`src/rtl/uart_inst_loader.sv`:
```
// uart_inst_loader: UART (8N1) serial boot loader for the instruction memory.
// Receives a word count, then big-endian 32-bit words. It issues one write
// strobe per word and holds the core while a frame is being loaded.
// Optional build macro LOADER_CHKSUM_EN: a trailing XOR checksum byte is
// expected after the last word and is verified in the CHK state.
module uart_inst_loader #(
   parameter int CLKS_PER_BIT = 434,
   parameter int ADDR_W       = 8,
   parameter int TIMEOUT_CYC  = 50000000
) (
   input  logic              iCLK,
   input  logic              iRST_N,
   input  logic              iRXD,
   input  logic              iArm,
   output logic              oWrEn,
   output logic [ADDR_W-1:0] oWrAddr,
   output logic [31:0]       oWrData,
   output logic              oCpuHold,
   output logic              oBusy,
   output logic              oDone,
   output logic [1:0]        oErrCode
);

   localparam int BIT_W = $clog2(CLKS_PER_BIT + 1);
   localparam int TMO_W = $clog2(TIMEOUT_CYC + 1);
   localparam int CNT_W = ADDR_W + 1;
   localparam logic [BIT_W-1:0] HALF_M1 = BIT_W'(CLKS_PER_BIT / 2 - 1);
   localparam logic [BIT_W-1:0] FULL_M1 = BIT_W'(CLKS_PER_BIT - 1);
   localparam logic [TMO_W-1:0] TMO_M1  = TMO_W'(TIMEOUT_CYC - 1);

   // ---------------------------------------------------------------------
   // RX front end
   // ---------------------------------------------------------------------
   typedef enum logic [1:0] {RX_IDLE = 2'd0, RX_START = 2'd1, RX_DATA = 2'd2, RX_STOP = 2'd3} rx_state_t;

   logic             rxd_meta_q, rxd_sync_q, rxd_prev_q;
   rx_state_t        rx_state_q, rx_state_d;
   logic [BIT_W-1:0] rx_cnt_q, rx_cnt_d;
   logic [2:0]       rx_bit_q, rx_bit_d;
   logic [7:0]       rx_shift_q, rx_shift_d;
   logic             byte_valid_s, frame_err_s;
   logic [7:0]       rx_byte_s;

   // Bring the asynchronous RX line into the clock domain; keep one more stage for edge detection
   always_ff @(posedge iCLK) begin
      if (!iRST_N) begin
         rxd_meta_q <= 1'b1;
         rxd_sync_q <= 1'b1;
         rxd_prev_q <= 1'b1;
      end else begin
         rxd_meta_q <= iRXD;
         rxd_sync_q <= rxd_meta_q;
         rxd_prev_q <= rxd_sync_q;
      end
   end

   // Deserializer state register
   always_ff @(posedge iCLK) begin
      if (!iRST_N) begin
         rx_state_q <= RX_IDLE;
         rx_cnt_q   <= '0;
         rx_bit_q   <= 3'd0;
         rx_shift_q <= 8'd0;
      end else begin
         rx_state_q <= rx_state_d;
         rx_cnt_q   <= rx_cnt_d;
         rx_bit_q   <= rx_bit_d;
         rx_shift_q <= rx_shift_d;
      end
   end

   // Deserializer next state: start-bit qualification, LSB-first data sampling, stop-bit sample
   always_comb begin
      rx_state_d = rx_state_q;
      rx_cnt_d   = rx_cnt_q;
      rx_bit_d   = rx_bit_q;
      rx_shift_d = rx_shift_q;
      case (rx_state_q)
         RX_IDLE: begin
            if (rxd_prev_q && !rxd_sync_q) begin
               rx_state_d = RX_START;
               rx_cnt_d   = '0;
            end else begin
               rx_state_d = RX_IDLE;
            end
         end
         RX_START: begin
            if (rx_cnt_q == HALF_M1) begin
               rx_cnt_d = '0;
               rx_bit_d = 3'd0;
               if (!rxd_sync_q) begin
                  rx_state_d = RX_DATA;
               end else begin
                  rx_state_d = RX_IDLE;   // line high mid start bit: glitch
               end
            end else begin
               rx_cnt_d = rx_cnt_q + BIT_W'(1);
            end
         end
         RX_DATA: begin
            if (rx_cnt_q == FULL_M1) begin
               rx_cnt_d   = '0;
               rx_shift_d = {rxd_sync_q, rx_shift_q[7:1]};
               if (rx_bit_q == 3'd7) begin
                  rx_state_d = RX_STOP;
               end else begin
                  rx_bit_d = rx_bit_q + 3'd1;
               end
            end else begin
               rx_cnt_d = rx_cnt_q + BIT_W'(1);
            end
         end
         RX_STOP: begin
            if (rx_cnt_q == FULL_M1) begin
               rx_cnt_d   = '0;
               rx_state_d = RX_IDLE;
            end else begin
               rx_cnt_d = rx_cnt_q + BIT_W'(1);
            end
         end
         default: begin
            rx_state_d = RX_IDLE;
            rx_cnt_d   = '0;
         end
      endcase
   end

   // Deserializer outputs: byte-valid or framing-error pulse in the stop-bit sample cycle
   always_comb begin
      rx_byte_s    = rx_shift_q;
      byte_valid_s = 1'b0;
      frame_err_s  = 1'b0;
      if ((rx_state_q == RX_STOP) && (rx_cnt_q == FULL_M1)) begin
         byte_valid_s = rxd_sync_q;
         frame_err_s  = !rxd_sync_q;
      end else begin
         byte_valid_s = 1'b0;
         frame_err_s  = 1'b0;
      end
   end

   // ---------------------------------------------------------------------
   // Loader FSM
   // ---------------------------------------------------------------------
   typedef enum logic [2:0] {
      ST_IDLE = 3'd0,
      ST_HDR  = 3'd1,
      ST_DATA = 3'd2,
`ifdef LOADER_CHKSUM_EN
      ST_CHK  = 3'd3,
`endif
      ST_DONE = 3'd4,
      ST_ERR  = 3'd5
   } st_t;

   st_t               state_q, state_d;
   logic [CNT_W-1:0]  n_q, n_d;
   logic [CNT_W-1:0]  widx_q, widx_d, widx_nxt_s;
   logic [1:0]        bidx_q, bidx_d;
   logic [31:0]       word_q, word_d, assembled_s;
   logic [TMO_W-1:0]  tmo_q, tmo_d;
   logic [1:0]        err_q, err_d;
   logic              wr_en_q, wr_en_d;
   logic [ADDR_W-1:0] wr_addr_q, wr_addr_d;
   logic [31:0]       wr_data_q, wr_data_d;
   logic              hold_q, hold_d, busy_q, busy_d, done_q, done_d;
`ifdef LOADER_CHKSUM_EN
   logic [7:0]        xor_q, xor_d;
`endif

   assign assembled_s = {word_q[23:0], rx_byte_s};
   assign widx_nxt_s  = widx_q + CNT_W'(1);

   // Loader state register plus word datapath and registered outputs
   always_ff @(posedge iCLK) begin
      if (!iRST_N) begin
         state_q   <= ST_IDLE;
         n_q       <= '0;
         widx_q    <= '0;
         bidx_q    <= 2'd0;
         word_q    <= 32'd0;
         tmo_q     <= '0;
         err_q     <= 2'b00;
         wr_en_q   <= 1'b0;
         wr_addr_q <= '0;
         wr_data_q <= 32'd0;
         hold_q    <= 1'b0;
         busy_q    <= 1'b0;
         done_q    <= 1'b0;
`ifdef LOADER_CHKSUM_EN
         xor_q     <= 8'd0;
`endif
      end else begin
         state_q   <= state_d;
         n_q       <= n_d;
         widx_q    <= widx_d;
         bidx_q    <= bidx_d;
         word_q    <= word_d;
         tmo_q     <= tmo_d;
         err_q     <= err_d;
         wr_en_q   <= wr_en_d;
         wr_addr_q <= wr_addr_d;
         wr_data_q <= wr_data_d;
         hold_q    <= hold_d;
         busy_q    <= busy_d;
         done_q    <= done_d;
`ifdef LOADER_CHKSUM_EN
         xor_q     <= xor_d;
`endif
      end
   end

   // Loader next state: abort on disarm, then framing error, then byte, then timeout
   always_comb begin
      state_d   = state_q;
      n_d       = n_q;
      widx_d    = widx_q;
      bidx_d    = bidx_q;
      word_d    = word_q;
      tmo_d     = tmo_q;
      err_d     = err_q;
      wr_en_d   = 1'b0;
      wr_addr_d = wr_addr_q;
      wr_data_d = wr_data_q;
`ifdef LOADER_CHKSUM_EN
      xor_d     = xor_q;
`endif
      case (state_q)
         ST_IDLE: begin
            err_d = 2'b00;
            if (iArm) begin
               state_d = ST_HDR;
            end else begin
               state_d = ST_IDLE;
            end
         end
         ST_HDR: begin
            if (!iArm) begin
               state_d = ST_IDLE;
            end else if (frame_err_s) begin
               state_d = ST_ERR;
               err_d   = 2'b01;
            end else if (byte_valid_s) begin
               state_d = ST_DATA;
               n_d     = (rx_byte_s == 8'd0) ? CNT_W'(256) : CNT_W'(rx_byte_s);
               widx_d  = '0;
               bidx_d  = 2'd0;
               tmo_d   = '0;
`ifdef LOADER_CHKSUM_EN
               xor_d   = rx_byte_s;
`endif
            end else begin
               state_d = ST_HDR;
            end
         end
         ST_DATA: begin
            if (!iArm) begin
               state_d = ST_IDLE;
            end else if (frame_err_s) begin
               state_d = ST_ERR;
               err_d   = 2'b01;
            end else if (byte_valid_s) begin
               word_d = assembled_s;
               tmo_d  = '0;
`ifdef LOADER_CHKSUM_EN
               xor_d  = xor_q ^ rx_byte_s;
`endif
               if (bidx_q == 2'd3) begin
                  wr_en_d   = 1'b1;
                  wr_addr_d = widx_q[ADDR_W-1:0];
                  wr_data_d = assembled_s;
                  widx_d    = widx_nxt_s;
                  bidx_d    = 2'd0;
                  if (widx_nxt_s == n_q) begin
`ifdef LOADER_CHKSUM_EN
                     state_d = ST_CHK;
`else
                     state_d = ST_DONE;
`endif
                  end else begin
                     state_d = ST_DATA;
                  end
               end else begin
                  bidx_d = bidx_q + 2'd1;
               end
            end else if (tmo_q == TMO_M1) begin
               state_d = ST_ERR;
               err_d   = 2'b10;
            end else begin
               tmo_d = tmo_q + TMO_W'(1);
            end
         end
`ifdef LOADER_CHKSUM_EN
         ST_CHK: begin
            if (!iArm) begin
               state_d = ST_IDLE;
            end else if (frame_err_s) begin
               state_d = ST_ERR;
               err_d   = 2'b01;
            end else if (byte_valid_s) begin
               if (rx_byte_s == xor_q) begin
                  state_d = ST_DONE;
               end else begin
                  state_d = ST_ERR;
                  err_d   = 2'b11;
               end
            end else if (tmo_q == TMO_M1) begin
               state_d = ST_ERR;
               err_d   = 2'b10;
            end else begin
               tmo_d = tmo_q + TMO_W'(1);
            end
         end
`endif
         ST_DONE: begin
            if (!iArm) begin
               state_d = ST_IDLE;
            end else begin
               state_d = ST_DONE;
            end
         end
         ST_ERR: begin
            if (!iArm) begin
               state_d = ST_IDLE;
               err_d   = 2'b00;
            end else begin
               state_d = ST_ERR;
            end
         end
         default: begin
            state_d = ST_IDLE;
            err_d   = 2'b00;
         end
      endcase
   end

   // Loader output decode from the next state so flags register together with the state
   always_comb begin
      hold_d = 1'b0;
      busy_d = 1'b0;
      done_d = 1'b0;
      case (state_d)
         ST_HDR, ST_DATA: begin
            hold_d = 1'b1;
            busy_d = 1'b1;
         end
`ifdef LOADER_CHKSUM_EN
         ST_CHK: begin
            hold_d = 1'b1;
            busy_d = 1'b1;
         end
`endif
         ST_DONE: begin
            done_d = 1'b1;
         end
         ST_ERR: begin
            hold_d = 1'b1;
         end
         default: begin
            hold_d = 1'b0;
         end
      endcase
   end

   assign oWrEn    = wr_en_q;
   assign oWrAddr  = wr_addr_q;
   assign oWrData  = wr_data_q;
   assign oCpuHold = hold_q;
   assign oBusy    = busy_q;
   assign oDone    = done_q;
   assign oErrCode = err_q;

endmodule

```
`config.mk`:
```
export PLATFORM = sky130hd
export DESIGN_NAME = uart_inst_loader
export DESIGN_NICKNAME = d
export VERILOG_FILES = /design/src/rtl/uart_inst_loader.sv
export SDC_FILE = /design/constraint.sdc
export NUM_CORES = 1
export LEC_CHECK = 0
export ABC_CLOCK_PERIOD_IN_PS = 2600
export BUFFER_PORTS_ARGS = -buffer_cell sky130_fd_sc_hd__buf_4
export CORE_MARGIN = 5
export CORE_UTILIZATION = 35
export CTS_CLUSTER_SIZE = 30
export DETAILED_ROUTE_END_ITERATION = 10
export GPL_ROUTABILITY_DRIVEN = 0
export HOLD_SLACK_MARGIN = 0.02
export PLACE_DENSITY_LB_ADDON = 0.15
export RECOVER_POWER = 25
export SLEW_MARGIN = 5
export SYNTH_ARGS = -nofsm -noshare
export SYNTH_HDL_FRONTEND = slang
export SYNTH_SLANG_ARGS = --single-unit
```
`constraint.sdc`:
```
create_clock -name iCLK -period 2.6 [get_ports iCLK]
set_input_delay 0.26 -clock iCLK [delete_from_list [all_inputs] [get_ports iCLK]]
set_output_delay 0.26 -clock iCLK [all_outputs]
set_load 0.05 [all_outputs]
```
# Yosys cells after proc, flatten, opt, wreduce, memory -nomap -nowiden

Cells that the tools add are included.

Bits in registers: 144

Add/subtract/negate cells: 5
Eq/ne operators: 35
Mux-type cells: 67
Bitwise operators: 6
Reductions and logical operators: 22

Operators with widths:

| operator                                      | count |
|---|---|
| 2-to-1 mux 26 bit                             | 7 |
| 2-to-1 mux 9 bit                              | 11 |
| one-hot mux 26 bit (2 select lines)           | 1 |
| 2-to-1 mux 2 bit                              | 20 |
| 2-to-1 mux 3 bit                              | 13 |
| inequality test 2 bit, second input constant  | 15 |
| one-hot mux 9 bit (3 select lines)            | 1 |
| adder 26 x 1 -> 26 bit, second input constant | 1 |
| == test 26 bit, second input constant         | 1 |
| AND reduction 7 bit                           | 3 |
| adder 9 x 1 -> 9 bit, second input constant   | 2 |
| one-hot mux 9 bit (2 select lines)            | 1 |
| one-hot mux 2 bit (4 select lines)            | 2 |
| AND reduction 4 bit                           | 4 |
| == test 3 bit, second input constant          | 5 |
| one-hot mux 3 bit (5 select lines)            | 1 |
| == test 9 x 8 -> 1 bit, second input constant | 1 |
| == test 9 bit                                 | 1 |
| == test 9 bit, second input constant          | 1 |
| inequality test 3 bit, second input constant  | 3 |
| zero test 8 bit                               | 1 |
| 2-to-1 mux 1 bit                              | 8 |
| AND reduction 8 bit                           | 1 |
| == test 2 bit, second input constant          | 3 |
| other kinds (18)                              | 28 |

# Logic depth before layout (Yosys ltp)

Depth in word-level cells: 11
Gate-level depth with buffers: 11
Gate-level depth less buffers: 9

# Worst setup path before layout

No wires, ideal clock.

Kind: flip-flop to flip-flop
From: reg rx_cnt_q[2]
To: reg widx_q[5]
Setup time: 0.058 ns
Data arrival time: 2.234 ns
Data required time: 2.542 ns
Setup slack: 0.308 ns
Stages on the path, launching flop included: 8
Path buffers: 1
Cell sequence: dfxtp_1 > or4b_4 > nor4_4 > nand2_2 > a211o_1 > buf_6 > nor4_2 > o21a_1

Cells in the longest elaborated chain, start to end: 5
Elaborated cells between the ends (all ways): 9
Those cells by class: eq/ne: 5; mux: 2; reduce/logical: 2

RTL lines:

| what                            | RTL line | RTL |
|---|---|---|
| start: declaration              | 38       | `logic [BIT_W-1:0] rx_cnt_q, rx_cnt_d;` |
| start signal: assignment        | 66       | `rx_cnt_q <= rx_cnt_d;` |
| == test 9 bit *                 | 133      | `if ((rx_state_q == RX_STOP) && (rx_cnt_q == FULL_M1)) begin` |
| logical AND 1 bit *             | 133      |  |
| 2-to-1 mux 1 bit                | 133      |  |
| inequality test 2 bit (no line) | n/a      |  |
| AND reduction 8 bit (no line) * | n/a      |  |
| end signal: assignment          | 196      | `widx_q <= widx_d;` |
| end: declaration                | 158      | `logic [CNT_W-1:0] widx_q, widx_d, widx_nxt_s;` |

Every way passes the cells marked *; elsewhere a longest branch is shown, timed or not.
A chain may end at the register's enable or synchronous reset.

# Worst setup path after layout

From: reg rx_cnt_q[2]
To: reg tmo_q[25]

Cells in the longest elaborated chain, start to end: 7
Elaborated cells between the ends (all ways): 13
Those cells by class: eq/ne: 5; mux: 6; reduce/logical: 2

RTL lines:

| what                                | RTL line | RTL |
|---|---|---|
| == test 9 bit *                     | 133      |  |
| logical AND 1 bit *                 | 133      |  |
| 2-to-1 mux 1 bit                    | 133      |  |
| 2-to-1 mux 26 bit                   | 262      | `end else if (byte_valid_s) begin` |
| 2-to-1 mux 26 bit                   | 259      | `end else if (frame_err_s) begin` |
| 2-to-1 mux 26 bit                   | 257      | `if (!iArm) begin` |
| one-hot mux 26 bit (2 select lines) | 228      | `case (state_q)` |
| end signal: assignment              | 199      | `tmo_q <= tmo_d;` |
| end: declaration                    | 161      | `logic [TMO_W-1:0] tmo_q, tmo_d;` |

Every way passes the cells marked *; elsewhere a longest branch is shown, timed or not. The select of a mux whose other input is x is not followed.

==> impl_metrics.toml <==
[sta]
period_needed_ns = 2.46
drv_slew = 0
finalSetupTns_ns = 0
finClkSkew_ns = 0.0103
setup_violations = 0
rsz0062_at_grt = "true"
fin_crit_sh_pct = 94.6
holdWs_ns = 0.296
max-slew-margin-rel_pct = 56.5
tightest_slew_ns = 0.656
fmax_ghz = 0.407
finalHoldViolations = 0

[cts]
cts_tree = "done"
cts_root_buf = "clkbuf_16"
cts_buffer_depth = 2
cts_sinks = 144
clk_latency_ns = 0.42
numCtsBuffers = 17
htreeDepth = 4
post_cts_buffers = 0
clk_pin_slew_ns = 0.07

[synthesis]
synth_fp_nets = 801
synth_area_leader_cell = "dfxtp_1"
synth_flop_cell = "dfxtp_1"
ys_seq_area_share_pct = 43.9
ys_types = 62
synth_cells = 789
async_reset_ff_share_pct = 0
synth_edf_count = 0
syn_area_per_cell_um2 = 8.33
yosysTopAreaCellShare_pct = 43.9
ys_ff_latch = 144
ys_top_cells_by_area = "dfxtp_1, nand2_1, a21boi_0"
synth_area_mm2 = 0.00657
yosysWarnings = 0

[critical_path]
crit_slowest_cell = "or4b_4"
path_class = "reg -> reg"
cp_cell_sequence = "or4b_4, nor3_4, nand2_4, o22ai_4, nand2_1, or4_1, a21boi_1"
crit_family = "simple AND/OR/NAND/NOR gates"
critPathMaxStageDelay_ns = 0.59
cp_max_fo = 8
required_ns = 2.95
cp_num_buf_inv = 0
start_kind = "register"
worstSetupEndpointType = "register"
cp.arrival_ns = 2.81

[finish]
syn_to_final_growth_pct = 17.8
layout.cells.most_common = "nand2_1"
final_cell_mix = "nand2_1, dfxtp_1, a21boi_0"
final_cells = 1082
fill_cells = 1851
fin_nets = 847
diodes = 0
drive_above_1_share_pct = 9.91
final_util_pct = 41.7

[floorplanning]
die_w_um = 147
start_util_pct = 35.4
dieHeight_um = 147
coreArea_mm2 = 0.0186
rows = 50
ioPinCount = 50
die_area_mm2 = 0.0216

[routing]
drt_wl_total_um = 15700
drcViolationCount = 0
drtAntennaViolNets = 0
vias = 5560
viasPerCell = 5.14
firstDrtPassIters = 5
drtIter0Drc = 310
routedWlPerCell_um = 14.5

[placement]
placedCellCount = 1049
port_buffers = 49
hpwlAfterDp_um = 10900

[pwr]
power_mw = 4.88
p_per_area_mw_per_mm2 = 630
p_leak_nw = 2.61
ir_worst_vdd_mv = 0.495

[grt]
grt_usage_pct = 14.8
grt_antenna_before_repair = 0
grt-ovfl-total = 0
grt_max_degree = 73
grt_pass1_vias = 5324
grt_pass1_wl_um = 26600

[outcome]
outcome = "finished, final reports clean"

[worst_hold_path]
holdCritPathClass = "in -> reg"

[run]
cap_violations = 0
[flip-flops by register name, summed over array words and instances (netlist names), named ones only]
name / cells
state_q: 3
oWrAddr: 8
rx_byte_s: 8
oCpuHold: 1
oBusy: 1
rxd_meta_q: 1
oDone: 1
oWrEn: 1
rxd_prev_q: 1
rx_state_q: 1
oWrData: 32
tmo_q: 26
rx_bit_q: 3
rxd_sync_q: 1
word_q: 24
n_q: 9
rx_cnt_q: 9
bidx_q: 2
widx_q: 9
oErrCode: 2
[cell usage after synthesis (2+ instances only)]
master    number
a221oi_1       2
or4_1          3
and2_1         8
nor2b_1       23
dfxtp_1      144
o31ai_1        2
a211o_1        2
a21boi_0      69
a21oi_1       25
nor4_1         7
xor2_1        17
o21a_1         3
nor2_1        45
a21boi_1      16
nor2_4         3
and3_1        11
nand4_1       11
clkbuf_1      38
o31a_1         2
a41oi_1        5
or2_2          4
o21ai_0       20
o221a_2        2
inv_1         11
nor3b_1        8
o32ai_1        2
mux2i_1       10
nand2b_1       6
a31oi_1        8
nand3b_1       4
o22ai_1        2
nand2_1      183
or3_1          3
and4_1         4
xnor2_1        6
buf_2          8
nor3_1        13
nand3_1       28
ha_1           8
[through the flow]
step                      instance area (µm²)  worst slack, ns
final                                    7740            0.141
after global routing                     7740         -0.00876
after CTS                                7890           0.0928
after detailed placement                 7270            0.113
after global placement                   7270            0.156
after floorplan                          6570            0.308
[routing by layer]
metal | vias to the layer above | track usage [%] | routed length (µm)
met5 | - | 0 | 0
met4 | 0 | 5.03 | 228
met3 | 19 | 3.76 | 757
met2 | 115 | 23.7 | 7220
met1 | 2616 | 19.5 | 7510
li1 | 2810 | - | -
[where the power goes]
group	total, mW	internal [mW]	switching [mW]
Sequential	2.22	2.21	0.00797
Combinational	0.127	0.0529	0.0744
Clock	2.53	1.46	1.06
Total	4.88	3.73	1.15
[final timing paths]
path	from	end	slack (ns)	cells past startpoint
max	rx_cnt_q[2]	tmo_q[25]	0.14	7
min	iArm	oErrCode[1]	0.30	3
max reg2reg	rx_cnt_q[2]	tmo_q[25]	0.14	7
min reg2reg	rxd_meta_q	rxd_sync_q	0.45	1
[kinds of logic after synthesis]
group / Yosys count / synth area share, %
DFF: 144 / 43.9
adders and majority gates: 8 / 1.52
AOI/OAI and AO/OA: 170 / 18.4
and+or+nand+nor: 376 / 28.0
xor gates and xnor gates: 23 / 3.07
buffers and inverters: 58 / 3.58
muxes: 10 / 1.52
[worst reg2reg max path: cells and delay by family (launching register included)]
kind | cells | cell delay [ns]
DFF | 1 | 0.36
AOI/OAI and AO/OA | 2 | 0.39
and+or+nand+nor | 5 | 1.64
[repair_timing]
action                                  CTS  global route
endpoints found under the setup margin    0             3
hold endpoints to repair                  1             0
gates resized for setup                   0             3
hold buffers                              1             0
[final cells by class]
class	instances	area, µm²	share of cell area [%]
Multi-Input combinational cell	587	3470	44.8
Sequential cell	144	2880	37.2
Timing Repair Buffer	74	443	5.72
Clock buffer	17	425	5.50
Tap cell	234	293	3.78
Clock inverter	15	189	2.44
Inverter	11	41.3	0.533
Note: power is estimated with default switching activity, not from simulation.
